### src/rtl/alu_pkg.sv
// Shared encodings for the ALU command sequencer: op codes, one-hot ALU
// selector constants and the sequencer FSM states.
package alu_pkg;

    localparam logic [2:0] OP_AND   = 3'd0;
    localparam logic [2:0] OP_OR    = 3'd1;
    localparam logic [2:0] OP_XOR   = 3'd2;
    localparam logic [2:0] OP_NOT   = 3'd3;
    localparam logic [2:0] OP_ADD   = 3'd4;
    localparam logic [2:0] OP_SUB   = 3'd5;
    localparam logic [2:0] OP_MULT  = 3'd6;
    localparam logic [2:0] OP_CLEAR = 3'd7;

    localparam logic [2:0] IN_PERSIST = 3'b100;
    localparam logic [2:0] IN_LOAD    = 3'b010;
    localparam logic [2:0] IN_RESET   = 3'b001;

    localparam logic [6:0] OUT_AND  = 7'b1000000;
    localparam logic [6:0] OUT_OR   = 7'b0100000;
    localparam logic [6:0] OUT_NOT  = 7'b0010000;
    localparam logic [6:0] OUT_XOR  = 7'b0001000;
    localparam logic [6:0] OUT_ADD  = 7'b0000100;
    localparam logic [6:0] OUT_SUB  = 7'b0000010;
    localparam logic [6:0] OUT_MULT = 7'b0000001;

    typedef enum logic [1:0] {
        ST_IDLE    = 2'd0,
        ST_ISSUE   = 2'd1,
        ST_SETTLE  = 2'd2,
        ST_RESPOND = 2'd3
    } seq_state_e;

endpackage

### src/rtl/alu_op_encoder.sv
// Combinational mapping of a command op code onto the ALU's one-hot output
// and input-register selectors.
module alu_op_encoder
    import alu_pkg::*;
(
    input  logic [2:0] op_i,
    output logic [6:0] out_sel_o,
    output logic [2:0] in_sel_o
);

    // CLEAR keeps the add path selected and resets the ALU registers instead of loading
    always_comb begin
        out_sel_o = OUT_ADD;
        in_sel_o  = IN_LOAD;
        case (op_i)
            OP_AND:   out_sel_o = OUT_AND;
            OP_OR:    out_sel_o = OUT_OR;
            OP_XOR:   out_sel_o = OUT_XOR;
            OP_NOT:   out_sel_o = OUT_NOT;
            OP_ADD:   out_sel_o = OUT_ADD;
            OP_SUB:   out_sel_o = OUT_SUB;
            OP_MULT:  out_sel_o = OUT_MULT;
            OP_CLEAR: begin
                out_sel_o = OUT_ADD;
                in_sel_o  = IN_RESET;
            end
            default: begin
                out_sel_o = OUT_ADD;
                in_sel_o  = IN_LOAD;
            end
        endcase
    end

endmodule

### src/rtl/alu_cmd_sequencer.sv
// Command/response front end for the registered 8-bit ALU: encodes one op per
// command, waits for the datapath to settle, and returns result and overflow.
module alu_cmd_sequencer
    import alu_pkg::*;
#(
    parameter int unsigned WIDTH         = 8,
    parameter int unsigned SETTLE_CYCLES = 1
) (
    input  logic             clk,
    input  logic             rst_n,
    input  logic             cmd_valid,
    output logic             cmd_ready,
    input  logic [2:0]       cmd_op,
    input  logic             cmd_chain,
    input  logic [WIDTH-1:0] cmd_a,
    input  logic [WIDTH-1:0] cmd_b,
    output logic             alu_on,
    output logic [2:0]       alu_in_sel,
    output logic [6:0]       alu_out_sel,
    output logic [WIDTH-1:0] alu_num1,
    output logic [WIDTH-1:0] alu_num2,
    input  logic [WIDTH-1:0] alu_result,
    input  logic             alu_overflow,
    output logic             rsp_valid,
    input  logic             rsp_ready,
    output logic [WIDTH-1:0] rsp_data,
    output logic             rsp_error,
    output logic             err_sticky,
    output logic             busy
);

    localparam logic [3:0] SETTLE_INIT = 4'(SETTLE_CYCLES - 1);

    seq_state_e       state_q, state_d;
    logic [3:0]       cnt_q, cnt_d;
    logic [2:0]       op_q, op_d;
    logic [WIDTH-1:0] num1_q, num1_d, num2_q, num2_d;
    logic [6:0]       out_sel_q, out_sel_d;
    logic [2:0]       in_sel_q, in_sel_d;
    logic [WIDTH-1:0] rsp_data_q, rsp_data_d, last_q, last_d;
    logic             rsp_valid_q, rsp_valid_d, rsp_error_q, rsp_error_d;
    logic             sticky_q, sticky_d, cmd_ready_q, cmd_ready_d;
    logic             busy_q, busy_d, alu_on_q;
    logic [6:0]       enc_out_sel_s;
    logic [2:0]       enc_in_sel_s;

    alu_op_encoder u_enc (
        .op_i      (cmd_op),
        .out_sel_o (enc_out_sel_s),
        .in_sel_o  (enc_in_sel_s)
    );

    // State and output registers; everything is restored on reset so no response survives it
    always_ff @(posedge clk or negedge rst_n) begin
        if (!rst_n) begin
            state_q     <= ST_IDLE;
            cnt_q       <= 4'd0;
            op_q        <= OP_ADD;
            num1_q      <= '0;
            num2_q      <= '0;
            out_sel_q   <= OUT_ADD;
            in_sel_q    <= IN_LOAD;
            rsp_data_q  <= '0;
            last_q      <= '0;
            rsp_valid_q <= 1'b0;
            rsp_error_q <= 1'b0;
            sticky_q    <= 1'b0;
            cmd_ready_q <= 1'b1;
            busy_q      <= 1'b0;
            alu_on_q    <= 1'b0;
        end else begin
            state_q     <= state_d;
            cnt_q       <= cnt_d;
            op_q        <= op_d;
            num1_q      <= num1_d;
            num2_q      <= num2_d;
            out_sel_q   <= out_sel_d;
            in_sel_q    <= in_sel_d;
            rsp_data_q  <= rsp_data_d;
            last_q      <= last_d;
            rsp_valid_q <= rsp_valid_d;
            rsp_error_q <= rsp_error_d;
            sticky_q    <= sticky_d;
            cmd_ready_q <= cmd_ready_d;
            busy_q      <= busy_d;
            alu_on_q    <= 1'b1;
        end
    end

    // Next-state logic; selectors and operands hold between commands so the ALU reloads stable data
    always_comb begin
        state_d     = state_q;
        cnt_d       = cnt_q;
        op_d        = op_q;
        num1_d      = num1_q;
        num2_d      = num2_q;
        out_sel_d   = out_sel_q;
        in_sel_d    = in_sel_q;
        rsp_data_d  = rsp_data_q;
        last_d      = last_q;
        rsp_valid_d = rsp_valid_q;
        rsp_error_d = rsp_error_q;
        sticky_d    = sticky_q;
        case (state_q)
            ST_IDLE: begin
                if (cmd_valid && cmd_ready_q) begin
                    op_d      = cmd_op;
                    num1_d    = cmd_chain ? last_q : cmd_a;
                    num2_d    = cmd_b;
                    out_sel_d = enc_out_sel_s;
                    in_sel_d  = enc_in_sel_s;
                    state_d   = ST_ISSUE;
                end else begin
                    state_d = ST_IDLE;
                end
            end
            ST_ISSUE: begin
                cnt_d   = SETTLE_INIT;
                state_d = ST_SETTLE;
            end
            ST_SETTLE: begin
                if (cnt_q == 4'd0) begin
                    if (op_q == OP_CLEAR) begin
                        rsp_data_d  = '0;
                        rsp_error_d = 1'b0;
                        last_d      = '0;
                        sticky_d    = 1'b0;
                    end else begin
                        rsp_data_d  = alu_result;
                        rsp_error_d = alu_overflow;
                        last_d      = alu_result;
                    end
                    rsp_valid_d = 1'b1;
                    state_d     = ST_RESPOND;
                end else begin
                    cnt_d = cnt_q - 4'd1;
                end
            end
            ST_RESPOND: begin
                if (rsp_ready) begin
                    rsp_valid_d = 1'b0;
                    sticky_d    = sticky_q | rsp_error_q;
                    state_d     = ST_IDLE;
                end else begin
                    state_d = ST_RESPOND;
                end
            end
            default: begin
                state_d = ST_IDLE;
            end
        endcase
        cmd_ready_d = (state_d == ST_IDLE);
        busy_d      = (state_d != ST_IDLE);
    end

    assign cmd_ready   = cmd_ready_q;
    assign busy        = busy_q;
    assign alu_on      = alu_on_q;
    assign alu_in_sel  = in_sel_q;
    assign alu_out_sel = out_sel_q;
    assign alu_num1    = num1_q;
    assign alu_num2    = num2_q;
    assign rsp_valid   = rsp_valid_q;
    assign rsp_data    = rsp_data_q;
    assign rsp_error   = rsp_error_q;
    assign err_sticky  = sticky_q;

endmodule

### config.mk
export PLATFORM = sky130hd
export DESIGN_NAME = alu_cmd_sequencer
export DESIGN_NICKNAME = d
export VERILOG_FILES = /design/src/rtl/alu_pkg.sv /design/src/rtl/alu_op_encoder.sv /design/src/rtl/alu_cmd_sequencer.sv
export SDC_FILE = /design/constraint.sdc
export NUM_CORES = 1
export LEC_CHECK = 0
export ABC_AREA = 1
export CORE_ASPECT_RATIO = 1.4
export CORE_MARGIN = 1
export CORE_UTILIZATION = 40
export CTS_BUF_LIST = sky130_fd_sc_hd__clkbuf_8
export DETAILED_ROUTE_END_ITERATION = 16
export GPL_TIMING_DRIVEN = 1
export PLACE_DENSITY = 0.72
export SYNTH_ARGS = -nofsm -noshare
export SYNTH_HDL_FRONTEND = slang
export SYNTH_SLANG_ARGS = --single-unit
### constraint.sdc
create_clock -name clk -period 2.5 [get_ports clk]
set_input_delay 0.25 -clock clk [delete_from_list [all_inputs] [get_ports clk]]
set_output_delay 0.25 -clock clk [all_outputs]
set_load 0.05 [all_outputs]
==> metrics.txt, run 1 <==
outcome completed; NumNets Final 341; Core Region 4950 um^2; Final min period 1.90 ns; layout cells sized above 1 0.0945; Die X-Extent 63.2 um; clock network power share 0.136; grt met3 use 0.0638; Leakage 0.00142 uW; Yosys cell types 27; smallest hold slack 0.403 ns; clk slew on worst S/H paths 0.09 ns; Psw 2050 uW; antenna violations before repair 0; DIE HEIGHT 87.6 um; commonest non-fill, non-tap cell in the layout nand2_1; CP top delay family buffers and inverters; peak supply drop about 0.78 mV; sequential fraction of design power 0.313; Port Buf Inserts 71; count of warnings emitted by yosys 0; I/O Pins 73; GR met1 Demand/Resource 0.207; Pins Over Slew Limit 0; Final Cell Area 2970 um^2; Total GRT Usage 0.177; ys flop type dfrtp_1; syn nets roughly 270; Sw Ratio 0.478; crit path kind flip-flop to output pin; htree depth 2; CTS tree yes; Via Count around 1,700; RSZ-0062 raised after global routing false; GRT busiest layer met2; DP Area 2840 um^2; gr ovfl total 0; commonest non-fill, non-tap cells in the layout nand2_1, clkdlybuf4s50_1, dfrtp_1; GP Congestion between 0.8 and 0.9; initial core utilization 0.423; vias in the first global route between 1,500 and 2,000; async set or reset register ratio after synthesis 1.00; DRT iter0 DRCs 100; largest net degree at the start of global routing 43; post-route insts no fill ~370; Antenna diodes 0; Worst Path Max Fanout 2; synthesized cell area 2090 um^2; crit path from alu_in_sel[1]; min-delay worst type input pin to async pin; Routed Wire Length 4340 um; flops & latches, synth 48; Max Cap Viol 0; Mean Syn Cell Area 8.99 um^2; DRC errors left 0; Layout Skew 0.00606 ns; Post-Synthesis Cells 233; Startpoint Class flip-flop; WP data required 2.25 ns; M2 GR Usage 0.295; crit path buf inv count 1; TritonRoute pass-1 iters 5; Cell Int Power 2240 uW; max incr delay on CP 0.80 ns; hpwl dp between 3000 and 4000 um; Vias/cell 4.67; critical register-to-register path startpoint cmd_ready; WP data arrival ~1.7 ns; first-pass GRT wire length 7600 um; kind of end point of the critical path output pin; final antenna-violating net count 0; post-synth top area share 0.526; crit path max-delay cell type clkdlybuf4s50_1; Wirelength per Cell about 12 um; die footprint 5530 um^2; Period Utilization, post-route 0.758; register area share after synthesis 0.576; Power Density 1450 nW/um^2; Final Hold Fails 0; CTS Buf Count 5; Clk Latency, worst-skew pair 0.30 ns; Area growth syn-to-layout 41.8%; worst-margin pin slew approximately 0.52 ns; Site Rows 30; dominant cells by area after synthesis dfrtp_1, nand2_1, o21ai_0; CTS sink count 48; Synth area leader dfrtp_1; number of synthesized flops with an enable pin 0; Finish-stage setup viols 0; Fmax 527 MHz; Combinational Power Share 0.551; critical path cell sequence clkdlybuf4s50_1; Max-slew headroom 0.650; Root Buffer clkbuf_8; placed cell count between 300 and 400; setup TNS 0 ns; clock buffer depth 2
[power groups by stage]
stage | clock, uW | sequential (uW) | combinational (uW)
3_3_place_gp | 0 | 1350 | 2360
4_1_cts | 606 | 1350 | 2390
3_5_place_dp | 0 | 1360 | 2380
6_report | 585 | 1340 | 2370
5_1_grt | 629 | 1390 | 2560
2_1_floorplan | 0 | 2320 | 655
[Yosys cell counts, types with 3 or more instances]
cell	number
buf_2	3
dfrtp_1	44
dfstp_2	4
inv_1	24
nand2_1	79
nand3_1	12
nand3_2	4
nor2_1	5
nor2_2	3
o21ai_0	31
[through the flow]
stage           util  setup slack (ns)  total power (uW)
6_report       0.599             0.604              4290
5_1_grt        0.599             0.564              4580
4_1_cts        0.599             0.594              4340
3_5_place_dp   0.573             0.780              3740
2_1_floorplan      -              1.18              2970
3_3_place_gp   0.573             0.847              3710
[path summary, 6_finish.rpt]
| check | to | slack, ns | depth (start not counted) |
|---|---|---|---|
| max | alu_in_sel[1] | 0.60 | 1 |
| min | alu_num2[6] | 0.40 | 2 |
| max reg2reg | alu_out_sel[5] | 1.00 | 6 |
| min reg2reg | rsp_valid | 0.49 | 2 |
| max in group asynchronous | op_q[2] | 1.34 | 3 |
| min in group clk | alu_num2[5] | 0.48 | 3 |
[layer usage]
metal | share of wire | up-vias
li1 | - | 874
met1 | 0.41 | 794
met2 | 0.49 | 60
met3 | 0.082 | 5
met4 | 0.015 | 0
met5 | 0 | -
[final cells by class]
cell class,count,area [um^2]
clock buffer,6,82.6
clock inverter,2,38.8
fill,465,1980
inverter,27,106
multi-input combinational,151,733
sequential,48,1210
tap,64,80.1
timing repair buffer,73,723
[timing repair]
item,4_1_cts,5_1_grt
endpoints found under the setup margin,0,0
endpoints found under the hold margin,15,0
hold buffers,1,0
gates resized for setup,0,0
setup buffers,0,0
[worst reg2reg max path, stage by stage (launching register included)]
cell     delay (ns)
dfstp_2        0.53
nand2_1        0.04
inv_1          0.08
nand2_4        0.23
inv_2          0.25
nand3_1        0.11
o21ai_0        0.17
[registers in the layout, summed over array words and instances, names as in the netlist]
name and flops:
alu_in_sel 2, alu_num2 8, rsp_valid 1, cmd_ready 1, state_q 2, err_sticky 1
alu_num1 8, alu_on 1, busy 1, rsp_error 1, alu_out_sel 7, op_q 3
cnt_q 4, last_q 8
[logic make-up (layout without fill, tap and decap cells)]
kind of cell / Yosys count / in the layout / synth area share
buffers and inverters: 34 / 108 / 0.0741
XOR/XNOR: 1 / 1 / 0.00418
AND/OR/NAND/NOR: 107 / 107 / 0.229
flip-flops: 48 / 48 / 0.576
adder cells (fa/ha/maj): 2 / 2 / 0.0119
AO/OA/AOI/OAI: 39 / 39 / 0.101
other: 2 / 2 / 0.00359
(Power assumes the default switching activity.)
==> inputs of run 2 (changes only) <==
Clock period 2.5 ns to 1.77 ns, I/O delays scaled along.
==> run 2 against run 1 <==
  * Register-to-register slack lost 0.57 ns
  * Die area is the same
  * Sequential share of layout area grew 0.21 points
  * Worst hold slack lost 0.042 ns
  * Global-route usage grew 0.35 points
  * Critical endpoint is now err_sticky
  * Largest cell class unchanged
  * Largest power group unchanged
  * Highest routed layer unchanged
==> metrics.txt, run 2 (same netlist as run 1, synthesis figures left out) <==
min-delay worst type input pin to async pin; Via Count 1,727 (-0.35%); commonest non-fill, non-tap cells in the layout nand2_1, clkdlybuf4s50_1, dfrtp_1; post-CTS sizing 0 (unchanged); NumNets Final 342 (+0.29%); Die X-Extent 63.2 um (unchanged); TritonRoute pass-1 iters 4 (-1); DRT iter0 DRCs 106 (+6.0%); initial core utilization 0.423 (unchanged); CTS tree yes; Core Region 4950 um^2 (unchanged); commonest non-fill, non-tap cell in the layout nand2_1; setup TNS 0 ns (unchanged); Power Density 2010 nW/um^2 (+39%); max incr delay on CP 0.82 ns (+0.02 ns); pre-CTS setup slack 0.309 ns (-0.471 ns); crit path buf inv count 1 (unchanged); M2 GR Usage 0.307 (+0.0117); Max-slew headroom 0.638 (-0.0117); CTS sink count 48 (unchanged); largest net degree at the start of global routing 32 (-26%); RSZ-0062 raised after global routing false; final antenna-violating net count 0 (unchanged); Pins Over Slew Limit 0 (unchanged); WP data arrival 1.51 ns (-0.14 ns); clk slew on worst S/H paths 0.09 ns (about the same); worst-margin pin slew 0.541 ns (+0.0176 ns); crit path max-delay cell type clkdlybuf4s50_1; hpwl dp 3320 um (+3.6%); outcome completed; GRT busiest layer met2; gr ovfl total 0 (unchanged); GR met1 Demand/Resource 0.214 (+0.00699); Clk Latency, worst-skew pair 0.30 ns (about the same); Leakage 0.00142 uW (+0.33%); Area growth syn-to-layout 41.1%; Root Buffer clkbuf_8; clock buffer depth 2 (unchanged); Routed Wire Length 4460 um (+2.8%); layout cells sized above 1 0.110 (+0.0159); vias in the first global route 1,699 (-1.5%); Startpoint Class flip-flop; Post-CTS Setup Bufs 0 (unchanged); die footprint 5530 um^2 (unchanged); Antenna diodes 0 (unchanged); Wirelength per Cell 12.0 um (+2.5%); Finish-stage setup viols 0 (unchanged); Final Hold Fails 0 (unchanged); Max Cap Viol 0 (unchanged); I/O Pins 73 (unchanged); Port Buf Inserts 71 (unchanged); Vias/cell 4.64 (-0.61%); Final min period 1.69 ns; Site Rows 30 (unchanged); antenna violations before repair 0 (unchanged); DIE HEIGHT 87.6 um (unchanged); Layout Skew 0.00604 ns (-0.0000226 ns); first-pass GRT wire length 7700 um (+1.4%); critical path cell sequence clkdlybuf4s50_1; Fmax 591 MHz; Period Utilization, post-route 0.955; GP Congestion 0.793 (-2.1%); WP data required 1.59 ns (-0.66 ns); Total GRT Usage 0.181 (+0.00349); crit path kind flip-flop to output pin; grt met3 use 0.0456 (-0.0182); Worst Path Max Fanout 3 (+1); DRC errors left 0 (unchanged); kind of end point of the critical path output pin; worst setup margin 0.0793 ns (-0.525 ns); htree depth 2 (unchanged); peak supply drop 1.09 mV (+40%); CTS Buf Count 5 (unchanged); CP top delay family buffers and inverters
[run 2: cell types whose count changed in the layout (fill, tap and decap cells not counted), sizes merged]
cell,before,now
bufinv,1,0
inv,26,27
clkdlybuf4s50,70,66
buf,2,7
[run 2: layer usage]
metal  up-vias  wire length, um
met5         -                0
met4         0               80
met3         7              276
met2        56             2180
met1       785             1920
li1        879                -
[run 2: final timing paths]
kind | cells past startpoint | slack, ns | to | from
worst max register to register | 5 | 0.43 | cnt_q[3] | cnt_q[0]
worst min-delay path | 2 | 0.36 | alu_num2[6] | rst_n
min in group clk | 3 | 0.40 | alu_num2[4] | cmd_b[4]
worst max-delay path | 1 | 0.08 | err_sticky | err_sticky
worst min register to register | 2 | 0.48 | alu_out_sel[2] | alu_out_sel[2]
max in group asynchronous | 3 | 0.83 | op_q[2] | rst_n
[run 2: stage by stage]
| step | utilization | cell area [um^2] | power, uW | std cells | hold slack [ns] |
|---|---|---|---|---|---|
| floorplan | - | 2090 | 4200 | 233 | -0.119 |
| global placement | 0.575 | 2850 | 5240 | 363 | 0.166 |
| detailed placement | 0.575 | 2850 | 5280 | 363 | 0.174 |
| CTS | 0.596 | 2960 | 5990 | 372 | 0.368 |
| global route | 0.596 | 2960 | 6330 | 372 | 0.389 |
| finish | 0.596 | 2960 | 5940 | 372 | 0.361 |
[run 2: cell type report]
| cell class | instances | area [um^2] |
|---|---|---|
| clock buffers | 6 | 82.6 |
| clock inverters | 2 | 13.8 |
| fillers | 450 | 2000 |
| inverters | 27 | 106 |
| multi-input cells | 151 | 733 |
| flip-flops and latches | 48 | 1210 |
| well taps | 64 | 80.1 |
| repair buffers | 74 | 733 |
[run 2: power breakdown]
| part | internal, uW | total (uW) | switching (uW) |
|---|---|---|---|
| registers | 1610 | 1910 | 305 |
| logic | 1090 | 3340 | 2250 |
| clock network | 320 | 687 | 367 |
| total | 3020 | 5940 | 2920 |
[run 2: what timing repair did]
action / 4_1_cts / 5_1_grt
endpoints found under the setup margin: 0 / 0
endpoints found under the hold margin: 18 / 0
hold buffers: 1 / 0
==> inputs of run 3 (changes only) <==
Settings changed: GPL_ROUTABILITY_DRIVEN set to 0.
==> results of run 3 <==
No change in the layout: final DEF, timing and power equal those of run 2.
